**config.mk**
```make
export PLATFORM = sky130hd
export DESIGN_NAME = player_sprite_engine_flat
export DESIGN_NICKNAME = d
export VERILOG_FILES = /design/src/rtl/player_sprite_engine_if.sv /design/src/rtl/player_sprite_engine.sv /design/src/flat_wrapper.sv
export SDC_FILE = /design/constraint.sdc
export NUM_CORES = 1
export LEC_CHECK = 0
export ABC_AREA = 1
export CAP_MARGIN = 20
export CORE_MARGIN = 2
export CORE_UTILIZATION = 45
export CTS_BUF_LIST = sky130_fd_sc_hd__clkbuf_2
export DETAILED_ROUTE_END_ITERATION = 10
export PLACE_DENSITY = 0.74
export SETUP_SLACK_MARGIN = 0.02
export SYNTH_ARGS = -nofsm -noshare
export SYNTH_HDL_FRONTEND = slang
export SYNTH_SLANG_ARGS = --single-unit
```
**constraint.sdc**
```tcl
create_clock -name clk -period 8.5 [get_ports clk]
set_input_delay 1.7 -clock clk [delete_from_list [all_inputs] [get_ports clk]]
set_output_delay 1.7 -clock clk [all_outputs]
set_load 0.1 [all_outputs]
```
**src/rtl/player_sprite_engine_if.sv**
```systemverilog
// Video stream bundle: pixel counters, sync/blank timing and RGB.
// Modports:
//   master - drives the stream (upstream stage, or this engine's output)
//   slave  - consumes the stream (this engine's input)
interface player_sprite_engine_if;
  logic [11:0] hcount;
  logic [11:0] vcount;
  logic        hsync;
  logic        vsync;
  logic        hblnk;
  logic        vblnk;
  logic [11:0] rgb;

  modport master (output hcount, vcount, hsync, vsync, hblnk, vblnk, rgb);
  modport slave  (input  hcount, vcount, hsync, vsync, hblnk, vblnk, rgb);
endinterface

```
**src/rtl/player_sprite_engine.sv**
```systemverilog
// Player sprite overlay: composites head, two-frame legs and sword over the
// background stream with a 2-stage pipeline matched to 1-cycle sync ROMs.
// Positions are latched at the vsync rising edge so a frame never tears.
// Ports:
//   clk, reset          pixel clock, async active-high reset
//   vga_in  (slave)     incoming counters/timing/background pixel
//   vga_out (master)    same stream delayed 2 clocks, composited rgb
//   x_pos, y_pos        player offsets; sword_x, sword_y sword offsets
//   walking             enables leg animation
//   rom_*               sprite ROM data, valid 1 clock after addr_*
//   addr_head/legs/sword {row,col} ROM addresses (1 clock after inputs)
//   xpos_out..ypos_sword latched screen positions
//   leg_frame, hit      animation frame, one-cycle hit pulse at frame start
// Optional build macro: SPRITE_MIRROR_EN adds input 'facing' (horizontal flip).
module player_sprite_engine #(
  parameter int          SPR_W       = 64,
  parameter int          SPR_H       = 64,
  parameter int          SWD_SZ      = 32,
  parameter logic [11:0] KEY_COLOR   = 12'h198,
  parameter logic [11:0] SWORD_COLOR = 12'h000,
  parameter logic [11:0] OPP_COLOR   = 12'hcf0,
  parameter int          BASE_X      = 885,
  parameter int          BASE_Y      = 600,
  parameter int          ANIM_DIV    = 8
) (
  input  logic                               clk,
  input  logic                               reset,
  player_sprite_engine_if.slave              vga_in,
  player_sprite_engine_if.master             vga_out,
  input  logic [11:0]                        x_pos,
  input  logic [11:0]                        y_pos,
  input  logic [4:0]                         sword_y,
  input  logic [11:0]                        sword_x,
  input  logic                               walking,
`ifdef SPRITE_MIRROR_EN
  input  logic                               facing,
`endif
  input  logic [11:0]                        rom_head,
  input  logic [11:0]                        rom_head2,
  input  logic [11:0]                        rom_legs,
  input  logic [11:0]                        rom_legs2,
  input  logic [11:0]                        rom_sword,
  output logic [$clog2(SPR_W*SPR_H)-1:0]     addr_head,
  output logic [$clog2(SPR_W*SPR_H)-1:0]     addr_legs,
  output logic [2*$clog2(SWD_SZ)-1:0]        addr_sword,
  output logic [11:0]                        xpos_out,
  output logic [11:0]                        ypos_out,
  output logic [11:0]                        xpos_sword,
  output logic [11:0]                        ypos_sword,
  output logic                               leg_frame,
  output logic                               hit
);
  localparam int          CW        = $clog2(SPR_W);
  localparam int          RW        = $clog2(SPR_H);
  localparam int          SW        = $clog2(SWD_SZ);
  localparam logic [11:0] W12       = 12'(SPR_W);
  localparam logic [11:0] H12       = 12'(SPR_H);
  localparam logic [11:0] S12       = 12'(SWD_SZ);
  localparam logic [11:0] BX        = 12'(BASE_X);
  localparam logic [11:0] BY        = 12'(BASE_Y);
  localparam logic [7:0]  ANIM_LAST = 8'(ANIM_DIV - 1);

  // Borrow-aware span test: a sprite whose origin lies past the counter
  // (wrapped negative position) is clipped instead of reappearing at 0.
  function automatic logic covers(input logic [11:0] pix, input logic [11:0] org,
                                  input logic [11:0] size);
    return (pix >= org) && ((pix - org) < size);
  endfunction

  logic        vsync_q, frame_start;
  logic [11:0] hx_n, hy_n, swx_n, swy_n;
  logic [11:0] head_x, head_y, legs_y, sword_xs, sword_ys;
  logic [4:0]  sword_y_q;
  logic        mirror;
  logic [7:0]  anim_cnt;
  logic        hit_acc;

  assign frame_start = vga_in.vsync & ~vsync_q;

  assign hx_n  = BX - x_pos;
  assign hy_n  = BY - y_pos;
  assign swy_n = hy_n + H12 - 12'd9 - {7'd0, sword_y};
`ifdef SPRITE_MIRROR_EN
  logic facing_q;
  assign mirror = facing_q;
  assign swx_n  = facing ? (hx_n + W12 + sword_x) : (hx_n - S12 - sword_x);
`else
  assign mirror = 1'b0;
  assign swx_n  = hx_n - S12 - sword_x;
`endif

  assign legs_y     = head_y + H12;
  assign xpos_out   = head_x;
  assign ypos_out   = head_y;
  assign xpos_sword = sword_xs;
  assign ypos_sword = sword_ys;

  always_ff @(posedge clk or posedge reset) begin
    if (reset) begin
      vsync_q   <= 1'b0;
      head_x    <= BX;
      head_y    <= BY;
      sword_xs  <= BX - S12;
      sword_ys  <= BY + H12 - 12'd9;
      sword_y_q <= '0;
`ifdef SPRITE_MIRROR_EN
      facing_q  <= 1'b0;
`endif
    end else begin
      vsync_q <= vga_in.vsync;
      if (frame_start) begin
        head_x    <= hx_n;
        head_y    <= hy_n;
        sword_xs  <= swx_n;
        sword_ys  <= swy_n;
        sword_y_q <= sword_y;
`ifdef SPRITE_MIRROR_EN
        facing_q  <= facing;
`endif
      end
    end
  end

  // Stage 1: coverage and ROM addressing
  logic [11:0]   dx_h, dy_h, dy_l, dx_s, dy_s;
  logic [CW-1:0] col_h;
  logic [SW-1:0] col_s;
  logic          in_head_q, in_legs_q, in_sword_q;
  logic [11:0]   rgb_q, hc_q, vc_q;
  logic          hs_q, vs_q, hb_q, vb_q;

  assign dx_h = vga_in.hcount - head_x;
  assign dy_h = vga_in.vcount - head_y;
  assign dy_l = vga_in.vcount - legs_y;
  assign dx_s = vga_in.hcount - sword_xs;
  assign dy_s = vga_in.vcount - sword_ys;
  // W is a power of two, so W-1-dx within the column field is just ~dx.
  assign col_h = mirror ? ~dx_h[CW-1:0] : dx_h[CW-1:0];
  assign col_s = mirror ? ~dx_s[SW-1:0] : dx_s[SW-1:0];

  always_ff @(posedge clk or posedge reset) begin
    if (reset) begin
      addr_head  <= '0;
      addr_legs  <= '0;
      addr_sword <= '0;
      in_head_q  <= 1'b0;
      in_legs_q  <= 1'b0;
      in_sword_q <= 1'b0;
      rgb_q      <= '0;
      hc_q       <= '0;
      vc_q       <= '0;
      hs_q       <= 1'b0;
      vs_q       <= 1'b0;
      hb_q       <= 1'b0;
      vb_q       <= 1'b0;
    end else begin
      addr_head  <= {dy_h[RW-1:0], col_h};
      addr_legs  <= {dy_l[RW-1:0], col_h};
      addr_sword <= {dy_s[SW-1:0], col_s};
      in_head_q  <= covers(vga_in.hcount, head_x, W12) && covers(vga_in.vcount, head_y, H12);
      in_legs_q  <= covers(vga_in.hcount, head_x, W12) && covers(vga_in.vcount, legs_y, H12);
      in_sword_q <= covers(vga_in.hcount, sword_xs, S12) && covers(vga_in.vcount, sword_ys, S12);
      rgb_q      <= vga_in.rgb;
      hc_q       <= vga_in.hcount;
      vc_q       <= vga_in.vcount;
      hs_q       <= vga_in.hsync;
      vs_q       <= vga_in.vsync;
      hb_q       <= vga_in.hblnk;
      vb_q       <= vga_in.vblnk;
    end
  end

  // Stage 2: compositing with ROM data
  logic [11:0] head_pix, legs_pix, rgb_nxt;
  logic        head_on, legs_on, sword_on, overlap;

  assign head_pix = (sword_y_q != 5'd0) ? rom_head2 : rom_head;
  assign legs_pix = leg_frame ? rom_legs2 : rom_legs;
  assign head_on  = in_head_q && (head_pix != KEY_COLOR);
  assign legs_on  = in_legs_q && (legs_pix != KEY_COLOR);
  assign sword_on = in_sword_q && (rom_sword != KEY_COLOR);
  assign overlap  = sword_on && (rgb_q == OPP_COLOR);

  always_comb begin
    rgb_nxt = rgb_q;
    if (hb_q || vb_q) rgb_nxt = 12'h000;
    else if (head_on) rgb_nxt = head_pix;
    else if (legs_on) rgb_nxt = legs_pix;
    else if (sword_on) rgb_nxt = SWORD_COLOR;
  end

  always_ff @(posedge clk or posedge reset) begin
    if (reset) begin
      vga_out.hcount <= '0;
      vga_out.vcount <= '0;
      vga_out.hsync  <= 1'b0;
      vga_out.vsync  <= 1'b0;
      vga_out.hblnk  <= 1'b0;
      vga_out.vblnk  <= 1'b0;
      vga_out.rgb    <= '0;
    end else begin
      vga_out.hcount <= hc_q;
      vga_out.vcount <= vc_q;
      vga_out.hsync  <= hs_q;
      vga_out.vsync  <= vs_q;
      vga_out.hblnk  <= hb_q;
      vga_out.vblnk  <= vb_q;
      vga_out.rgb    <= rgb_nxt;
    end
  end

  // Walk animation and per-frame hit reporting
  always_ff @(posedge clk or posedge reset) begin
    if (reset) begin
      anim_cnt  <= '0;
      leg_frame <= 1'b0;
      hit_acc   <= 1'b0;
      hit       <= 1'b0;
    end else begin
      hit <= 1'b0;
      if (frame_start) begin
        hit     <= hit_acc;
        hit_acc <= overlap;   // overlap in the frame-start cycle counts for the new frame
        if (!walking) begin
          anim_cnt  <= '0;
          leg_frame <= 1'b0;
        end else if (anim_cnt == ANIM_LAST) begin
          anim_cnt  <= '0;
          leg_frame <= ~leg_frame;
        end else begin
          anim_cnt <= anim_cnt + 8'd1;
        end
      end else if (overlap) begin
        hit_acc <= 1'b1;
      end
    end
  end
endmodule

```
**src/flat_wrapper.sv**
```systemverilog
// flat-port wrapper written by rule: the top's interface ports become plain ports
module player_sprite_engine_flat 
#(
  parameter int          SPR_W       = 64,
  parameter int          SPR_H       = 64,
  parameter int          SWD_SZ      = 32,
  parameter logic [11:0] KEY_COLOR   = 12'h198,
  parameter logic [11:0] SWORD_COLOR = 12'h000,
  parameter logic [11:0] OPP_COLOR   = 12'hcf0,
  parameter int          BASE_X      = 885,
  parameter int          BASE_Y      = 600,
  parameter int          ANIM_DIV    = 8
)
  (clk, reset, x_pos, y_pos, sword_y, sword_x, walking, rom_head, rom_head2, rom_legs, rom_legs2, rom_sword, addr_head, addr_legs, addr_sword, xpos_out, ypos_out, xpos_sword, ypos_sword, leg_frame, hit, vga_in_hcount, vga_in_vcount, vga_in_hsync, vga_in_vsync, vga_in_hblnk, vga_in_vblnk, vga_in_rgb, vga_out_hcount, vga_out_vcount, vga_out_hsync, vga_out_vsync, vga_out_hblnk, vga_out_vblnk, vga_out_rgb);
  player_sprite_engine_if vga_in_i ();
  player_sprite_engine_if vga_out_i ();
  input  logic clk;
  input  logic reset;
  input  logic [11:0] x_pos;
  input  logic [11:0] y_pos;
  input  logic [4:0] sword_y;
  input  logic [11:0] sword_x;
  input  logic walking;
  input  logic [11:0] rom_head;
  input  logic [11:0] rom_head2;
  input  logic [11:0] rom_legs;
  input  logic [11:0] rom_legs2;
  input  logic [11:0] rom_sword;
  output logic [$clog2(SPR_W*SPR_H)-1:0] addr_head;
  output logic [$clog2(SPR_W*SPR_H)-1:0] addr_legs;
  output logic [2*$clog2(SWD_SZ)-1:0] addr_sword;
  output logic [11:0] xpos_out;
  output logic [11:0] ypos_out;
  output logic [11:0] xpos_sword;
  output logic [11:0] ypos_sword;
  output logic leg_frame;
  output logic hit;
  input wire logic [$bits(vga_in_i.hcount)-1:0] vga_in_hcount;
  input wire logic [$bits(vga_in_i.vcount)-1:0] vga_in_vcount;
  input wire logic [$bits(vga_in_i.hsync)-1:0] vga_in_hsync;
  input wire logic [$bits(vga_in_i.vsync)-1:0] vga_in_vsync;
  input wire logic [$bits(vga_in_i.hblnk)-1:0] vga_in_hblnk;
  input wire logic [$bits(vga_in_i.vblnk)-1:0] vga_in_vblnk;
  input wire logic [$bits(vga_in_i.rgb)-1:0] vga_in_rgb;
  output wire logic [$bits(vga_out_i.hcount)-1:0] vga_out_hcount;
  output wire logic [$bits(vga_out_i.vcount)-1:0] vga_out_vcount;
  output wire logic [$bits(vga_out_i.hsync)-1:0] vga_out_hsync;
  output wire logic [$bits(vga_out_i.vsync)-1:0] vga_out_vsync;
  output wire logic [$bits(vga_out_i.hblnk)-1:0] vga_out_hblnk;
  output wire logic [$bits(vga_out_i.vblnk)-1:0] vga_out_vblnk;
  output wire logic [$bits(vga_out_i.rgb)-1:0] vga_out_rgb;
  assign vga_in_i.hcount = vga_in_hcount;
  assign vga_in_i.vcount = vga_in_vcount;
  assign vga_in_i.hsync = vga_in_hsync;
  assign vga_in_i.vsync = vga_in_vsync;
  assign vga_in_i.hblnk = vga_in_hblnk;
  assign vga_in_i.vblnk = vga_in_vblnk;
  assign vga_in_i.rgb = vga_in_rgb;
  assign vga_out_hcount = vga_out_i.hcount;
  assign vga_out_vcount = vga_out_i.vcount;
  assign vga_out_hsync = vga_out_i.hsync;
  assign vga_out_vsync = vga_out_i.vsync;
  assign vga_out_hblnk = vga_out_i.hblnk;
  assign vga_out_vblnk = vga_out_i.vblnk;
  assign vga_out_rgb = vga_out_i.rgb;
  player_sprite_engine #(.SPR_W(SPR_W), .SPR_H(SPR_H), .SWD_SZ(SWD_SZ), .KEY_COLOR(KEY_COLOR), .SWORD_COLOR(SWORD_COLOR), .OPP_COLOR(OPP_COLOR), .BASE_X(BASE_X), .BASE_Y(BASE_Y), .ANIM_DIV(ANIM_DIV)) u_core (.clk(clk), .reset(reset), .vga_in(vga_in_i), .vga_out(vga_out_i), .x_pos(x_pos), .y_pos(y_pos), .sword_y(sword_y), .sword_x(sword_x), .walking(walking), .rom_head(rom_head), .rom_head2(rom_head2), .rom_legs(rom_legs), .rom_legs2(rom_legs2), .rom_sword(rom_sword), .addr_head(addr_head), .addr_legs(addr_legs), .addr_sword(addr_sword), .xpos_out(xpos_out), .ypos_out(ypos_out), .xpos_sword(xpos_sword), .ypos_sword(ypos_sword), .leg_frame(leg_frame), .hit(hit));
endmodule
```
Word level (Yosys, flattened, before mapping)
Index checks and enable logic that the tools add are counted.
{ "word_totals": {"register_bits": 181, "latchBits": 0, "ramBits": 0, "romBits": 0, "in_bits": 144, "word_cells": 91, "n_memories": 0} }
{ "op_classes": {"add_sub_neg": 14, "n_mul": 0, "div_mod_pow": 0, "order_cmp": 10, "eq_ne": 6, "n_shift": 0, "n_mux": 13, "n_bitwise": 3, "reduce_logical": 16} }
{ "op_table": {"columns": ["cell", "count"], "rows": [
  ["$mux 12", 6],
  ["$sub 12x12->12", 6],
  ["$ge 12x12->1", 5],
  ["$lt 12x7->1 const B", 3],
  ["$ne 12x9->1 const B", 3],
  ["$add 12x7->12 const B", 2],
  ["$lt 12x6->1 const B", 2],
  ["$sub 10x12->12 const A", 2],
  ["$mux 8", 2],
  ["$eq 12x12->1 const B", 1],
  ["$logic_and 1x1->1", 12],
  ["$sub 12x4->12 const B", 1],
  ["$sub 12x5->12", 1],
  ["$sub 12x6->12 const B", 1],
  ["$add 8x1->8 const B", 1],
  ["$eq 8x3->1 const B", 1],
  ["$mux 1", 5],
  ["$reduce_bool 5->1", 1],
  ["$ne 2x1->1 const B", 1],
  ["$not 1->1", 2],
  ["$reduce_and 2->1", 1],
  ["$reduce_bool 2->1", 1],
  ["$and 1x1->1", 1],
  ["$logic_or 1x1->1", 1]
]} }

Depth between registers and ports, before layout
{ "depth": {"ltp_word": 6, "depth_mapped": 19} }

Worst setup path after synthesis
OpenSTA, ideal clock, no wires.
{ "synth_timing": {"path_kind": "input-to-reg", "startpoint": "in x_pos[1]", "endpoint": "reg u_core.sword_xs[11], in the netlist u_core.xpos_sword[11]", "arrival_time_ns": 3.910, "path_slack_ns": 4.470, "cell_stages": 17, "path_buffers": 0, "cell_sequence": "ha_1 > or2_2 > nand2_1 > nand2_1 > nand2_1 > xor2_1 > inv_1 > ha_1 > inv_1 > ha_1 > inv_1 > nor3_1 > nand3_1 > nand3_1 > nand2_1 > nand3_1 > nand2_1"} }
{ "synth_between": {"elab_chain_cells": 3} }
{ "synth_rtl": {"columns": ["item", "line_no", "source"], "rows": [
  ["start, declared", "flat_wrapper.sv:19", "input logic [11:0] x_pos;"],
  ["$sub 10x12->12", "player_sprite_engine.sv:80", "assign hx_n = BX - x_pos;"],
  ["$sub 12x6->12", "player_sprite_engine.sv:89", "assign swx_n = hx_n - S12 - sword_x;"],
  ["$sub 12x12->12", "player_sprite_engine.sv:89", null],
  ["end signal, assigned", "player_sprite_engine.sv:103", "sword_xs <= BX - S12;"],
  ["end signal, assigned", "player_sprite_engine.sv:114", "sword_xs <= swx_n;"],
  ["end, declared", "player_sprite_engine.sv:72", "logic [11:0] head_x, head_y, legs_y, sword_xs, sword_ys;"]
]} }
No other way between the ends.
A chain may end at the register's enable or synchronous reset.

Final worst setup path
{ "layout_timing": {"startpoint": "reg u_core.leg_frame", "endpoint": "out leg_frame"} }
{ "layout_rtl": {"columns": ["item", "line_no", "source"], "rows": [
  ["start, declared", "player_sprite_engine.sv:50", "output logic leg_frame,"],
  ["start signal, assigned", "player_sprite_engine.sv:229", "leg_frame <= ~leg_frame;"],
  ["end, declared", "flat_wrapper.sv:36", "output logic leg_frame;"]
]} }
No word-level cell between the ends.

==> summary.txt <==
outcome - finished clean
Comb power frac - 58.0%
global-route wire length before repair - 48200 µm
Post-Synth XOR/XNOR Area - 4.48%
Critical Path Source Type - register
Min Hold Slack - 0.355 ns
ANT nets after route - 0
DRC viols - 0
CTS Buf Count - 17
Syn Inst Count - 1376
slack of the critical path - 4.15 ns
Via density - 4.97
Slew @ Worst Pin - 1.06 ns
CTS Hold Bufs - 0
FILL cells - 2132
synth cell count leaders - 344 x nand2_1, 218 x inv_1, 146 x dfrtp_1
Reg2Reg Depth - 14
routed via count - 9778
CP Max Fanout - 16
post-CTS resize count - 0
vias in the first global route - 9293
H-tree Lvls - 4
setup tns final - 0 ns
Synth Cell Area - 10700 µm²
Slew Limit Fails - 0
Area Overhead vs Synth - 29.4%
clk_skew - 0.0451 ns
grt ovf - 0
Max Clk Rate - 0.230 GHz
largest net degree at the start of global routing - 96
main combinational cell family by area after synthesis - simple AND/OR/NAND/NOR gates
mux cell area share after synthesis - 0.0931%
CTS sink count - 169
I/O pins - 268
Synth Area in Simple Gates - 23.8%
WS Path Type - register to output pin
worst path arrival time - 2.65 ns
Mapped Avg Cell Area - 7.81 µm²
register area share after synthesis - 39.6%
share of layout cells above drive strength 1 - 4.99%
switching part of the total power - 53.1%
Die Area - 25100 µm²
initial antenna violation count - 3
Die X - 159 µm
GRT Util Overall - 24.8%
clock latency on the worst-skew pair - 0.74 ns
Wirelength per Cell - 15.7 µm
top-count cell post-synth - nand2_1
final core occ - 59.2%
Yosys cell types - 45
EDFF count, synth - 0
Yosys top cell area share - 34.0%
FFs w/ async S/R, synth - 100%
TritonCTS clock tree - yes
Worst Path Buf+Inv - 1
Syn. warnings - 0
RSZ-0062 raised after global routing - false
Crit. End Element - output pin
Port Buffer Count - 267
stages on the worst setup path - 1
Seq cells post-synth - 169
Fin. Hold Viols - 0
sequential power share - 28.6%
Slew HR - 29.1%
family with the most delay on the worst path - buffers and inverters
Critical Path RT - 6.80 ns
Synth Area in Adders - 12.1%
Synth Flop Type - dfrtp_1
sw power - 1.87 mW
cell type with the largest total area after synthesis - dfrtp_1
drt total wl - 30900 µm
CP max stage cell - clkdlybuf4s50_1
top cells by area, synth - dfrtp_1 34%, nand2_1 12%, ha_1 11%
post-synthesis compound-gate area fraction - 10.2%
routability cong. - 0.932
Detailed Routing Iterations Pass 1 - 6
num rows - 56
DPL Wire Length - 24900 µm
final net count - 1874
max incr delay on CP - 1.23 ns
syn_nets - 1620
die height - 159 µm
Hold Path Depth - 0
worst vdd ir - 0.000174 V
Hold Crit Class - register to register
power per cell area - 254 nW/µm²
crit-path cells - clkdlybuf4s50_1
Bufs on Longest Clock Path - 2
min cycle time layout - 4.35 ns
DRT iter0 DRCs - 688
MaxCap Viol Count - 0
P_leak - 6.86 nW
Pint - 1.65 mW
Starting Density - 45.8%
final setup fails - 0
Reg clk slew, reported paths - 0.27 ns
Core ar. - 23500 µm²
Tcrit/Tclk final - 51.2%
root buffer cell - clkbuf_2
pre-CTS setup slack - 3.60 ns
Clk pwr share - 13.4%
postcts setup bufs - 0
registers in the layout, summed over array words and instances (netlist names), 10 cells and up:
name,cells
u_core.vga_out.hcount,12
u_core.rgb_q,12
u_core.vga_out.rgb,12
u_core.xpos_out,12
u_core.addr_sword,10
u_core.vc_q,12
u_core.xpos_sword,12
u_core.hc_q,12
u_core.vga_out.vcount,12
u_core.addr_head,12
u_core.ypos_sword,12
u_core.ypos_out,12
per-stage QoR:
| stage | cells | power, mW | cell area, µm² |
|---|---|---|---|
| 4_1_cts | 1962 | 3.54 | 13900 |
| 3_5_place_dp | 1930 | 3.06 | 13600 |
| 6_report | 1967 | 3.53 | 13900 |
| 5_1_grt | 1965 | 3.74 | 13900 |
| 3_3_place_gp | 1930 | 3.04 | 13600 |
| 2_1_floorplan | 1376 | 2.57 | 10700 |
cell type report:
class                      instances  area [µm²]  area share (%)
multi-input combinational        952        5450            39.2
sequential                       169        4260            30.6
timing repair buffer             269        2690            19.3
inverter                         221         835            6.00
tap                              319         399            2.87
clock inverter                    13         166            1.20
clock buffer                      19        95.1           0.684
antenna                            5        12.5          0.0900
kinds of logic after synthesis:
| family | after synthesis |
|---|---|
| DFF | 169 |
| buffers and inverters | 255 |
| and+or+nand+nor | 598 |
| AOI/OAI and AO/OA | 198 |
| adders and majority gates | 100 |
| xor gates and xnor gates | 55 |
| muxes | 1 |
final timing paths:
check | start | to | slack, ns
max reg2reg | u_core.ypos_out[6] | u_core.in_legs_q | 5.78
min | u_core.vc_q[5] | u_core.vga_out.vcount[5] | 0.36
max | u_core.leg_frame | leg_frame | 4.15
min in group asynchronous | reset | u_core.addr_head[0] | 1.47
min reg2reg | u_core.vc_q[5] | u_core.vga_out.vcount[5] | 0.36
max in group asynchronous | reset | u_core.anim_cnt[4] | 5.53
per-layer routing:
metal,share of wire (%),wire length [µm],up-vias,track usage [%]
met3,5.0,1550,39,4.11
met1,45,13800,4515,33.3
li1,-,-,4937,-
met4,2.2,691,0,8.54
met5,0,0,-,0
met2,48,14800,287,40.9
placed cells by master, fill, tap and decap left out, types with 11 or more instances in the layout:
master           instances
a21oi_1                 61
clkbuf_2                19
clkdlybuf4s50_1        267
dfrtp_1                146
dfstp_2                 23
ha_1                    94
inv_1                  216
nand2_1                344
nand3_1                 82
nand4_1                 27
nor2_1                  96
nor3_1                  13
o21ai_0                 88
o21bai_1                11
xnor2_1                 13
xor2_1                  42
power groups by stage:
stage | Sequential, mW | Combinational, mW | Clock, mW
floorplan | 1.72 | 0.847 | 0
global placement | 1.02 | 2.02 | 0
detailed placement | 1.02 | 2.04 | 0
CTS | 1.01 | 2.04 | 0.489
global route | 1.02 | 2.19 | 0.524
finish | 1.01 | 2.05 | 0.474
No activity file was read; power rests on OpenSTA's default activity.
